**config.mk**
```make
export PLATFORM = sky130hd
export DESIGN_NAME = conv_addr_seq
export DESIGN_NICKNAME = d
export VERILOG_FILES = /design/src/rtl/conv_pkg.sv /design/src/rtl/conv_addr_seq_counter.sv /design/src/rtl/conv_addr_seq.sv
export SDC_FILE = /design/constraint.sdc
export NUM_CORES = 1
export LEC_CHECK = 0
export BUFFER_PORTS_ARGS = -buffer_cell sky130_fd_sc_hd__buf_2
export CAP_MARGIN = 20
export CORE_ASPECT_RATIO = 2
export CORE_UTILIZATION = 65
export DETAILED_ROUTE_END_ITERATION = 8
export GPL_ROUTABILITY_DRIVEN = 0
export PLACE_DENSITY = 0.85
export SLEW_MARGIN = 10
export SYNTH_ARGS = -nofsm -noshare
export SYNTH_HDL_FRONTEND = slang
export SYNTH_HIERARCHICAL = 1
export SYNTH_SLANG_ARGS = --single-unit
```
**constraint.sdc**
```tcl
create_clock -name clk -period 9.53 [get_ports clk]
set_input_delay 0.4765 -clock clk [delete_from_list [all_inputs] [get_ports clk]]
set_output_delay 0.4765 -clock clk [all_outputs]
set_load 0.02 [all_outputs]
```
**src/rtl/conv_pkg.sv**
```systemverilog
// Shared types and defaults for the 1-D convolution address sequencer.
package conv_pkg;

    typedef enum logic [1:0] {
        AK_KER = 2'b00,
        AK_INP = 2'b01,
        AK_OUT = 2'b10
    } addr_kind_e;

    typedef enum logic [2:0] {
        ST_IDLE,
        ST_KER,
        ST_INP,
        ST_OUT,
        ST_FIN
    } conv_seq_state_e;

    localparam int unsigned DEF_KER_LEN  = 20;
    localparam int unsigned DEF_INP_BASE = 20;
    localparam int unsigned DEF_OUT_BASE = 108;
    localparam int unsigned DEF_N_OUT    = 20;

    // Bits needed to count 0..n-1; never narrower than one bit.
    function automatic int unsigned cnt_w(input int unsigned n);
        return (n > 1) ? $clog2(n) : 1;
    endfunction

endpackage

```
**src/rtl/conv_addr_seq_counter.sv**
```systemverilog
// tc_counter: up-counter with sync clear/load/enable and a registered terminal-count flag.
module tc_counter #(
    parameter int unsigned MAX_VAL = 1,
    parameter int unsigned CNT_W   = 1
) (
    input  logic             clk,
    input  logic             rst,
    input  logic             clr,
    input  logic             load,
    input  logic [CNT_W-1:0] load_val,
    input  logic             en,
    output logic [CNT_W-1:0] cnt_nxt_c,
    output logic             tc
);

    logic [CNT_W-1:0] cnt_q;
    logic [CNT_W-1:0] cnt_d;
    logic             tc_q;
    logic             tc_d;

    always_comb begin
        cnt_d = cnt_q;
        if (clr) begin
            cnt_d = '0;
        end else if (load) begin
            cnt_d = load_val;
        end else if (en) begin
            cnt_d = cnt_q + CNT_W'(1);
        end
        tc_d = (cnt_d == CNT_W'(MAX_VAL));
    end

    always_ff @(posedge clk) begin
        if (rst) begin
            cnt_q <= '0;
            tc_q  <= (MAX_VAL == 0);
        end else begin
            cnt_q <= cnt_d;
            tc_q  <= tc_d;
        end
    end

    assign cnt_nxt_c = cnt_d;
    assign tc        = tc_q;

endmodule

```
**src/rtl/conv_addr_seq.sv**
```systemverilog
// Address sequencer for one 1-D convolution pass: interleaved kernel/input reads, then an output write.
// Optional macro CONV_ADDR_SEQ_DILATION_EN adds parameter DILATION (input step within a window).
module conv_addr_seq
    import conv_pkg::*;
#(
    parameter int unsigned ADDR_W   = 32,
    parameter int unsigned KER_BASE = 0,
    parameter int unsigned KER_LEN  = DEF_KER_LEN,
    parameter int unsigned INP_BASE = DEF_INP_BASE,
    parameter int unsigned OUT_BASE = DEF_OUT_BASE,
    parameter int unsigned N_OUT    = DEF_N_OUT,
    parameter int unsigned STRIDE   = 1
`ifdef CONV_ADDR_SEQ_DILATION_EN
    ,
    parameter int unsigned DILATION = 1
`endif
) (
    input  logic              clk,
    input  logic              rst,
    input  logic              start,
    input  logic              addr_ready,
    output logic              addr_valid,
    output logic [ADDR_W-1:0] addr,
    output logic [1:0]        addr_kind,
    output logic              ker_last,
    output logic              out_last,
    output logic              busy,
    output logic              done
);

`ifdef CONV_ADDR_SEQ_DILATION_EN
    localparam int unsigned INP_STEP = DILATION;
`else
    localparam int unsigned INP_STEP = 1;
`endif
    localparam int unsigned K_W = cnt_w(KER_LEN);
    localparam int unsigned O_W = cnt_w(N_OUT);

    conv_seq_state_e   state_q, state_d;
    logic [ADDR_W-1:0] win_base_q, win_base_d;
    logic [ADDR_W-1:0] inp_ptr_q, inp_ptr_d;

    logic              addr_valid_q, addr_valid_d;
    logic [ADDR_W-1:0] addr_q, addr_d;
    addr_kind_e        addr_kind_q, addr_kind_d;
    logic              ker_last_q, ker_last_d;
    logic              out_last_q, out_last_d;
    logic              busy_q, busy_d;
    logic              done_q, done_d;

    logic              accept;
    logic              k_clr, k_en, k_tc;
    logic              o_clr, o_en, o_tc;
    logic [K_W-1:0]    k_nxt_c;
    logic [O_W-1:0]    o_nxt_c;

    assign accept = addr_valid_q && addr_ready;

    tc_counter #(
        .MAX_VAL (KER_LEN - 1),
        .CNT_W   (K_W)
    ) u_k_cnt (
        .clk       (clk),
        .rst       (rst),
        .clr       (k_clr),
        .load      (1'b0),
        .load_val  ('0),
        .en        (k_en),
        .cnt_nxt_c (k_nxt_c),
        .tc        (k_tc)
    );

    tc_counter #(
        .MAX_VAL (N_OUT - 1),
        .CNT_W   (O_W)
    ) u_o_cnt (
        .clk       (clk),
        .rst       (rst),
        .clr       (o_clr),
        .load      (1'b0),
        .load_val  ('0),
        .en        (o_en),
        .cnt_nxt_c (o_nxt_c),
        .tc        (o_tc)
    );

    // Next state and pointer/counter control; nothing advances without an accept.
    always_comb begin
        state_d    = state_q;
        win_base_d = win_base_q;
        inp_ptr_d  = inp_ptr_q;
        k_clr      = 1'b0;
        k_en       = 1'b0;
        o_clr      = 1'b0;
        o_en       = 1'b0;
        case (state_q)
            ST_IDLE: begin
                if (start) begin
                    state_d    = ST_KER;
                    k_clr      = 1'b1;
                    o_clr      = 1'b1;
                    win_base_d = '0;
                    inp_ptr_d  = ADDR_W'(INP_BASE);
                end
            end
            ST_KER: begin
                if (accept) begin
                    state_d = ST_INP;
                end
            end
            ST_INP: begin
                if (accept) begin
                    if (!k_tc) begin
                        k_en      = 1'b1;
                        inp_ptr_d = inp_ptr_q + ADDR_W'(INP_STEP);
                        state_d   = ST_KER;
                    end else begin
                        state_d = ST_OUT;
                    end
                end
            end
            ST_OUT: begin
                if (accept) begin
                    if (!o_tc) begin
                        o_en       = 1'b1;
                        k_clr      = 1'b1;
                        win_base_d = win_base_q + ADDR_W'(STRIDE);
                        inp_ptr_d  = ADDR_W'(INP_BASE) + win_base_d;
                        state_d    = ST_KER;
                    end else begin
                        state_d = ST_FIN;
                    end
                end
            end
            ST_FIN: begin
                state_d = ST_IDLE;
            end
            default: begin
                state_d = ST_IDLE;
            end
        endcase
    end

    // Beat payload for the upcoming cycle; recomputes identically while stalled.
    always_comb begin
        addr_valid_d = 1'b0;
        addr_d       = '0;
        addr_kind_d  = AK_KER;
        ker_last_d   = 1'b0;
        out_last_d   = 1'b0;
        busy_d       = (state_d != ST_IDLE);
        done_d       = (state_d == ST_FIN);
        case (state_d)
            ST_KER: begin
                addr_valid_d = 1'b1;
                addr_d       = ADDR_W'(KER_BASE) + ADDR_W'(k_nxt_c);
                addr_kind_d  = AK_KER;
                ker_last_d   = (k_nxt_c == K_W'(KER_LEN - 1));
                out_last_d   = (o_nxt_c == O_W'(N_OUT - 1));
            end
            ST_INP: begin
                addr_valid_d = 1'b1;
                addr_d       = inp_ptr_d;
                addr_kind_d  = AK_INP;
                ker_last_d   = (k_nxt_c == K_W'(KER_LEN - 1));
                out_last_d   = (o_nxt_c == O_W'(N_OUT - 1));
            end
            ST_OUT: begin
                addr_valid_d = 1'b1;
                addr_d       = ADDR_W'(OUT_BASE) + ADDR_W'(o_nxt_c);
                addr_kind_d  = AK_OUT;
                out_last_d   = (o_nxt_c == O_W'(N_OUT - 1));
            end
            default: begin
                addr_valid_d = 1'b0;
            end
        endcase
    end

    always_ff @(posedge clk) begin
        if (rst) begin
            state_q      <= ST_IDLE;
            win_base_q   <= '0;
            inp_ptr_q    <= '0;
            addr_valid_q <= 1'b0;
            addr_q       <= '0;
            addr_kind_q  <= AK_KER;
            ker_last_q   <= 1'b0;
            out_last_q   <= 1'b0;
            busy_q       <= 1'b0;
            done_q       <= 1'b0;
        end else begin
            state_q      <= state_d;
            win_base_q   <= win_base_d;
            inp_ptr_q    <= inp_ptr_d;
            addr_valid_q <= addr_valid_d;
            addr_q       <= addr_d;
            addr_kind_q  <= addr_kind_d;
            ker_last_q   <= ker_last_d;
            out_last_q   <= out_last_d;
            busy_q       <= busy_d;
            done_q       <= done_d;
        end
    end

    assign addr_valid = addr_valid_q;
    assign addr       = addr_q;
    assign addr_kind  = addr_kind_q;
    assign ker_last   = ker_last_q;
    assign out_last   = out_last_q;
    assign busy       = busy_q;
    assign done       = done_q;

endmodule
```
==> results of run 1 <==
[state kept, by name (all words and copies together), names as in the netlist]
| name | flops |
|---|---|
| addr | 32 |
| inp_ptr_q | 32 |
| win_base_q | 32 |
| u_k_cnt/cnt_q | 5 |
| u_o_cnt/cnt_q | 5 |
| state_q | 3 |
| addr_kind | 2 |
| addr_valid | 1 |
| busy | 1 |
| done | 1 |
| ker_last | 1 |
| out_last | 1 |
| u_k_cnt/tc | 1 |
| u_o_cnt/tc | 1 |
[metrics by stage]
| stage | total power, mW | hold WS (ps) | worst slack, ps | std cells |
|---|---|---|---|---|
| final | 1.24 | 375 | 5390 | 1058 |
| after CTS | 1.24 | 363 | 5600 | 1056 |
| after detailed placement | 0.600 | 502 | 5570 | 1024 |
| after global routing | 1.27 | 387 | 5040 | 1058 |
| after floorplan | 0.577 | 449 | 6220 | 896 |
| after global placement | 0.597 | 477 | 5770 | 1024 |
[metal layers]
| metal | up-vias | GRT usage |
|---|---|---|
| li1 | 3218 | - |
| met1 | 3262 | 0.392 |
| met2 | 338 | 0.665 |
| met3 | 133 | 0.0844 |
| met4 | 0 | 0.330 |
| met5 | - | 0 |
[cell usage in the layout, fill, tap and decap left out, types with 4 or more instances in the layout]
| cell type | synthesis | layout |
|---|---|---|
| nor2_1 | 132 | 132 |
| dfxtp_1 | 118 | 118 |
| nand2_1 | 65 | 65 |
| a21oi_1 | 47 | 47 |
| o21ai_0 | 44 | 44 |
| buf_2 | 9 | 43 |
| nor3_1 | 32 | 32 |
| nand3_1 | 31 | 31 |
| xnor2_1 | 30 | 30 |
| inv_1 | 23 | 23 |
| nand4_1 | 22 | 22 |
| and3_1 | 22 | 22 |
| xor2_1 | 21 | 21 |
| conb_1 | 1 | 20 |
| nor2b_1 | 18 | 18 |
| or3_1 | 17 | 17 |
| a211oi_1 | 17 | 17 |
| clkbuf_16 | 0 | 17 |
| a31oi_1 | 16 | 16 |
| o22ai_1 | 16 | 16 |
| and2_1 | 12 | 12 |
| nor4_1 | 10 | 10 |
| or4_1 | 8 | 8 |
| o211ai_1 | 8 | 8 |
| ha_1 | 8 | 8 |
| a221oi_1 | 7 | 7 |
| mux2i_1 | 6 | 6 |
| buf_4 | 8 | 6 |
| or2_2 | 5 | 5 |
| a22oi_1 | 5 | 5 |
| clkinvlp_4 | 0 | 5 |
| a211o_1 | 4 | 4 |
| nand3_2 | 4 | 4 |
| a311oi_1 | 4 | 4 |
[power by group through the flow]
stage / logic (mW) / registers, mW / clock network [mW]
2_1_floorplan: 0.0563 / 0.521 / 0
3_3_place_gp: 0.0783 / 0.518 / 0
3_5_place_dp: 0.0812 / 0.519 / 0
4_1_cts: 0.0821 / 0.508 / 0.646
5_1_grt: 0.0939 / 0.509 / 0.669
6_report: 0.0852 / 0.509 / 0.646
[cell type report]
class,count,area (µm²),area share
sequential,118,2360,0.305
timing repair buffer,50,288,0.0372
tap,135,169,0.0218
clock buffer,19,453,0.0585
clock inverter,13,146,0.0189
inverter,25,93.8,0.0121
multi-input combinational,698,4230,0.546
[critical path, cell delays in order (launching register included)]
cell,delay [ps]
dfxtp_1,560
inv_1,220
nand2_1,140
or3_1,610
inv_1,320
nor2_1,600
clkinv_1,640
a211oi_1,550
nand2_1,130
nor4b_2,270
[how the worst min path moves through the flow]
stage	start	endpoint	slack [ps]	depth (start not counted)
3_3_place_gp	win_base_q[31]	win_base_q[31]	480	2
5_1_grt	addr_ready	done	390	3
2_1_floorplan	win_base_q[31]	win_base_q[31]	450	2
6_report	addr_ready	done	380	3
4_1_cts	addr_ready	done	360	3
3_5_place_dp	win_base_q[31]	win_base_q[31]	500	2
[logic make-up (layout without fill, tap and decap cells)]
kind of cell | count (synthesis) | in the layout
other | 1 | 20
AND/OR/NAND/NOR | 410 | 410
AO/OA/AOI/OAI | 198 | 198
adder cells (fa/ha/maj) | 8 | 8
flip-flops | 118 | 118
XOR/XNOR | 52 | 52
multiplexers | 10 | 10
buffers and inverters | 80 | 107
==> impl_metrics.toml, run 1 <==
[outcome]
status = "finished clean"

[synthesis]
ys_async_sr_fraction = 0
yosysTopAreaCell = "dfxtp_1"
synth.area.top_cells = "dfxtp_1 34%, nor2_1 7.2%, xnor2_1 3.8%"
synth-seq-area-share = 0.344
syn_area_per_cell_um2 = 7.82
synth-compound-area-share = 0.187
synth_top_cells_by_count = "132 x nor2_1, 118 x dfxtp_1, 65 x nand2_1, 47 x a21oi_1, 44 x o21ai_0"
yosysWarnings = 6
synth_seq_cells = 118
synth-adder-area-share = 0.0146
synth_top_family_by_area = "simple AND/OR/NAND/NOR gates"
synth-simple-area-share = 0.320
dominantRegCellSynth = "dfxtp_1"
synth_edf_count = 0
synthMuxAreaShare = 0.0164
synth_area_mm2 = 0.00686
synth_most_common_cell = "nor2_1"
synth-xor-area-share = 0.0675
synth_top_area_frac = 0.344
synth_cell_types = 74
syn_inst = 877

[route]
vias_per_cell = 6.57
drtPass1Iterations = 7
drc_errors = 0
route.met3.wl_um = 1170
wl_per_cell_um = 19.3
route.vias.total = 6951
wirelength_met1_um = 6860
drt-initial-drc-count = 704
routed_wl_um = 20400
wl_met2_um = 10700
topRoutingLayerUsed = "met4"
ant_nets = 0

[clocking]
path_clk_slew_ps = 60
clockBufferDepth = 2
numCtsBuffers = 17
clkSinkCount = 118
ctsHoldBuffers = 0
tritoncts = "built"
cts_resized = 0
cts_setup_buffers = 0
clk_latency_ps = 420
cts-root-buf = "clkbuf_16"
clock_tree.htree_level_count = 4

[floorplanning]
core_mm2 = 0.0102
die_y_um = 147
rows = 52
die-area_mm2 = 0.0110
ios = 43
die_w_um = 74.6
start_util = 0.671

[global_routing]
antenna_found_initial = 0
grt_pass1_vias = 6829
grt_pass1_wl_um = 32900
grtUsageTotal = 0.394
grt_max_degree = 82
gr-total-overflow = 0

[timing]
maxSlewViolCount = 0
maxSlewHeadroom = 0.309
finalSetupTns_ps = 0
rsz0062_at_grt = "no"
finalSetupViolCount = 0
final.setup_skew_ps = 8.77
max_freq_ghz = 0.241
period_minus_slack_ps = 4140
tightest_slew_ps = 1030
fin_crit_sh = 0.435
hold_viol = 0

[cells_and_area]
fin_util = 0.757
final_area_mm2 = 0.00774
drive_gt1_frac = 0.126
nets = 922
fillers = 727
n_antenna_cell = 0
syn2layout_area_growth_pct = 12.8

[setup_path]
ff2ff_setup_slack_ps = 5390
path_class = "reg -> reg"
endpoint = "u_k_cnt/tc"
rr_worst_depth = 9
r2r-start = "state_q[0]"
worstPathArrival_ps = 4480
crit_fanout = 18
end_kind = "flip-flop"
required_ps = 9860
crit_path_start = "state_q[0]"
r2r-end = "u_k_cnt/tc"
crit_path_start_kind = "flip-flop"

[pwr]
leakage_nw = 2.84
p_switching_mw = 0.311
swShare = 0.251
internal_power_mw = 0.928
power_density_mw_per_mm2 = 160
clock_power_share = 0.521
irDropWorstVdd_mv = 0.161
combPwrFrac = 0.069
seqPwrFrac = 0.410

[place]
port_buffers = 42
postPlaceCellArea_mm2 = 0.00711
dpl.hpwl_um = 14000

[run]
maxCapViolCount = 0

[hold_path]
hp-class = "in -> reg"
Power figures use the tool's default switching activity.
==> run 2: changes to the inputs <==
--- a/config.mk
+++ b/config.mk
@@ -8,10 +8,10 @@
 export BUFFER_PORTS_ARGS = -buffer_cell sky130_fd_sc_hd__buf_2
 export CAP_MARGIN = 20
 export CORE_ASPECT_RATIO = 2
-export CORE_UTILIZATION = 65
+export CORE_UTILIZATION = 55
 export DETAILED_ROUTE_END_ITERATION = 8
 export GPL_ROUTABILITY_DRIVEN = 0
-export PLACE_DENSITY = 0.85
+export PLACE_DENSITY = 0.76
 export SLEW_MARGIN = 10
 export SYNTH_ARGS = -nofsm -noshare
 export SYNTH_HDL_FRONTEND = slang
==> constraint.sdc (replaced) <==
create_clock -name clk -period 3.65 [get_ports clk]
set_input_delay 0.1825 -clock clk [delete_from_list [all_inputs] [get_ports clk]]
set_output_delay 0.1825 -clock clk [all_outputs]
set_load 0.02 [all_outputs]
==> impl_metrics.toml, run 2 (same netlist as run 1, synthesis figures left out) <==
[route]
ant_nets = 0
route.met3.wl_um = 879
wl_per_cell_um = 18.2
drt-initial-drc-count = 514
wl_met2_um = 10700
route.vias.total = 6959
vias_per_cell = 6.38
routed_wl_um = 19800
wirelength_met1_um = 6740
drtPass1Iterations = 5
topRoutingLayerUsed = "met4"
drc_errors = 0

[setup_path]
path_cells = "ha_2, nand4_1, or4_1, nor3_4, xnor2_1, nor4b_4, nand3_2, or4_1, o211ai_1"
path_buf_inv = 0
crit_path_frequent_cell = "or4_1"
crit_path_start_kind = "flip-flop"
slowest_stage = "or4_1"
path_delay_family = "simple AND/OR/NAND/NOR gates"
end_kind = "flip-flop"
worstPathArrival_ps = 3690
max_stage_delay_ps = 670
path_class = "reg -> reg"
required_ps = 4000
crit_fanout = 11

[timing]
rsz0062_at_grt = "no"
fin_crit_sh = 0.916
maxSlewViolCount = 0
max_freq_ghz = 0.299
period_minus_slack_ps = 3340
tightest_slew_ps = 652
holdWs_ps = 98.4
final.setup_skew_ps = 10.3
hold_viol = 0
setup_ws_ps = 307
finalSetupTns_ps = 0
maxSlewHeadroom = 0.563
finalSetupViolCount = 0

[outcome]
status = "finished clean"

[cells_and_area]
drive_gt1_frac = 0.145
multi_input_area_mm2 = 0.00423
fin_cells = 1090
nets = 942
n_antenna_cell = 0
layout_commonest_cell = "nor2_1"
syn2layout_area_growth_pct = 15.5
fillers = 1081
final_cell_mix = "132 x nor2_1, 118 x dfxtp_1, 65 x nand2_1"
regArea_mm2 = 0.00236

[pwr]
combPwrFrac = 0.071
irDropWorstVdd_mv = 0.361
clock_power_share = 0.530
power_density_mw_per_mm2 = 420
power.total_mw = 3.33
leakage_nw = 2.94
seqPwrFrac = 0.399
swShare = 0.248
internal_power_mw = 2.50
p_switching_mw = 0.827

[global_routing]
grtUsageTotal = 0.325
grt_max_degree = 52
grt_pass1_vias = 6886
gr-total-overflow = 0
grt_pass1_wl_um = 32300
antenna_found_initial = 0

[floorplanning]
ios = 43
die-area_mm2 = 0.0129
die_w_um = 81.0
rows = 57
core_mm2 = 0.0121
start_util = 0.566
die_y_um = 160

[clocking]
tritoncts = "built"
cts_setup_buffers = 0
clk_latency_ps = 420
clkSinkCount = 118
clockBufferDepth = 2
cts-root-buf = "clkbuf_16"
path_clk_slew_ps = 60
numCtsBuffers = 17
clock_tree.htree_level_count = 4

[place]
pre_cts_ws_ps = 254
placed_cells = 1057
dpl.hpwl_um = 14200
port_buffers = 42

[hold_path]
hp-class = "in -> reg"

[run]
maxCapViolCount = 0
[run 2: cell types whose count changed in the layout (fill, tap and decap cells not counted), sizes merged]
cell	delta
buf	+19
clkinv	+2
clkinvlp	-2
bufinv	+1
inv	-1
dlygate4sd3	+1
[run 2: final timing paths]
check | startpoint | slack [ps] | to | cells past startpoint
setup / recovery | win_base_q[0] | 310 | inp_ptr_q[26] | 9
hold / removal | addr_ready | 100 | done | 3
setup reg to reg | win_base_q[0] | 310 | inp_ptr_q[26] | 9
hold reg to reg | win_base_q[31] | 490 | win_base_q[31] | 2
[run 2: metrics by stage]
step / util / instance area [µm²]
global route: 0.653 / 7920
finish: 0.653 / 7920
detailed placement: 0.601 / 7280
floorplan: - / 6930
CTS: 0.653 / 7920
global placement: 0.601 / 7280
[run 2: final cells by class]
type,instances,share of cell area
clock buffers,19,0.0572
clock inverters,13,0.0215
inverters,25,0.0119
multi-input cells,698,0.535
flip-flops and latches,118,0.298
well taps,147,0.0232
repair buffers,70,0.0534
[run 2: repair_timing]
| item | 4_1_cts | 5_1_grt |
|---|---|---|
| gates resized for setup | 0 | 1 |
| endpoints found under the setup margin | 0 | 4 |
| endpoints found under the hold margin | 1 | 0 |
| hold buffers | 1 | 0 |
[run 2: metal layers]
metal	global-route usage	vias to the layer above
met5	0	-
met4	0.261	0
met3	0.0554	113
met2	0.589	305
met1	0.302	3268
li1	-	3273
[run 2: power by group through the flow]
stage	clock (mW)	sequential (mW)	combinational [mW]
global route	1.83	1.33	0.259
detailed placement	0	1.36	0.230
CTS	1.77	1.33	0.233
global placement	0	1.35	0.227
finish	1.76	1.33	0.237
floorplan	0	1.36	0.147
[run 2: worst reg2reg max path, stage by stage (launching register included)]
cell	delay, ps
dfxtp_1	450
ha_2	360
nand4_1	110
or4_1	670
nor3_4	210
xnor2_1	190
nor4b_4	410
nand3_2	200
or4_1	560
o211ai_1	90
==> run 3: changes to the inputs <==
--- a/config.mk
+++ b/config.mk
@@ -12,6 +12,7 @@
 export DETAILED_ROUTE_END_ITERATION = 8
 export GPL_ROUTABILITY_DRIVEN = 0
 export PLACE_DENSITY = 0.76
+export RECOVER_POWER = 100
 export SLEW_MARGIN = 10
 export SYNTH_ARGS = -nofsm -noshare
 export SYNTH_HDL_FRONTEND = slang
==> impl_metrics.toml, run 3 (same netlist as run 1, synthesis figures left out) <==
[outcome]
status = "finished clean"

[cells_and_area]
final_area_mm2 = 0.00778
drive_gt1_frac = 0.0870
fin_cells = 1090
regArea_mm2 = 0.00236
syn2layout_area_growth_pct = 13.4
fillers = 1134
multi_input_area_mm2 = 0.00417
layout_commonest_cell = "nor2_1"
nets = 942
final_cell_mix = "132 x nor2_1, 118 x dfxtp_1, 65 x nand2_1"
fin_util = 0.641
n_antenna_cell = 0

[clocking]
clk_latency_ps = 430
cts-root-buf = "clkbuf_16"
clockBufferDepth = 2
numCtsBuffers = 17
clock_tree.htree_level_count = 4
path_clk_slew_ps = 60
clkSinkCount = 118
tritoncts = "built"

[global_routing]
gr-total-overflow = 0
grtUsageTotal = 0.325
grt_max_degree = 52
antenna_found_initial = 0
grt_pass1_wl_um = 32300
grt_pass1_vias = 6886

[route]
drc_errors = 0
ant_nets = 0
wl_per_cell_um = 18.2
routed_wl_um = 19800
drtPass1Iterations = 7
drt-initial-drc-count = 529
vias_per_cell = 6.35
route.vias.total = 6919

[setup_path]
crit_fanout = 11
max_stage_delay_ps = 670
r2r-end = "inp_ptr_q[26]"
end_kind = "flip-flop"
path_buf_inv = 0
slowest_stage = "or4_1"
path_cells = "ha_2, nand4_1, or4_1, nor3_4, xnor2_1, nor4b_4, nand3_2, or4_1, o211ai_1"
crit_path_start_kind = "flip-flop"
worstPathArrival_ps = 3700
crit_path_frequent_cell = "or4_1"
required_ps = 4000
ff2ff_setup_slack_ps = 300
path_class = "reg -> reg"
crit_path_start = "win_base_q[0]"
path_delay_family = "simple AND/OR/NAND/NOR gates"
rr_worst_depth = 9
r2r-start = "win_base_q[0]"

[floorplanning]
die_w_um = 81.0
die_y_um = 160
die-area_mm2 = 0.0129
rows = 57
core_mm2 = 0.0121
ios = 43
start_util = 0.566

[pwr]
power.total_mw = 3.32
irDropWorstVdd_mv = 0.363
power_density_mw_per_mm2 = 427
leakage_nw = 2.74

[hold_path]
hp-start = "addr_ready"
hp-class = "in -> reg"
hold_depth = 3
hold_end = "done"

[timing]
maxSlewViolCount = 0
tightest_slew_ps = 1250
final.setup_skew_ps = 9.11
rsz0062_at_grt = "no"
holdWs_ps = 95.6
maxSlewHeadroom = 0.170
hold_viol = 0
period_minus_slack_ps = 3350
fin_crit_sh = 0.917
finalSetupViolCount = 0
max_freq_ghz = 0.299
finalSetupTns_ps = 0
setup_ws_ps = 305

[place]
placed_cells = 1057
postPlaceCellArea_mm2 = 0.00728
port_buffers = 42
pre_cts_ws_ps = 254
dpl.hpwl_um = 14200

[run]
maxCapViolCount = 0
run 3: changes by cell type in the layout (fill, tap and decap cells not counted), moves of 3 or more:
cell      change
clkbuf_1     +45
buf_2        -39
buf_4         -7
nor4_1        +3
run 3: repair_timing:
item                                    4_1_cts  5_1_grt
endpoints found under the hold margin         1        0
resized for setup                             0        1
endpoints found under the setup margin        0        4
hold buffers                                  1        0
buffers inserted                              0        0
run 3: cell type report:
cell class	instances	area share
repair buffers	70	0.0449
inverters	25	0.0121
multi-input cells	698	0.536
well taps	147	0.0236
clock inverters	13	0.0219
flip-flops and latches	118	0.304
clock buffers	19	0.0582
run 3: worst register-to-register path: stages, from the launching register on:
cell      delay, ps
dfxtp_1         460
ha_2            360
nand4_1         110
or4_1           670
nor3_4          210
xnor2_1         190
nor4b_4         410
nand3_2         200
or4_1           560
o211ai_1         90
run 3: report_power, final:
group | internal, mW | switching [mW] | leakage [nW]
combinational | 0.0673 | 0.157 | 1.49
sequential | 1.31 | 0.0186 | 0.954
clock | 1.12 | 0.651 | 0.296
run 3: how the worst max path moves through the flow:
stage | to | slack [ps] | depth (start not counted)
2_1_floorplan | addr[4] | 340 | 15
3_3_place_gp | inp_ptr_q[26] | 380 | 9
3_5_place_dp | inp_ptr_q[26] | 250 | 9
4_1_cts | inp_ptr_q[26] | 220 | 9
5_1_grt | addr[16] | 50 | 11
6_report | inp_ptr_q[26] | 300 | 9
run 3: routing by layer:
metal	routed length, µm	global-route usage
met5	0	0
met4	1490	0.261
met3	789	0.0554
met2	10700	0.589
met1	6850	0.302
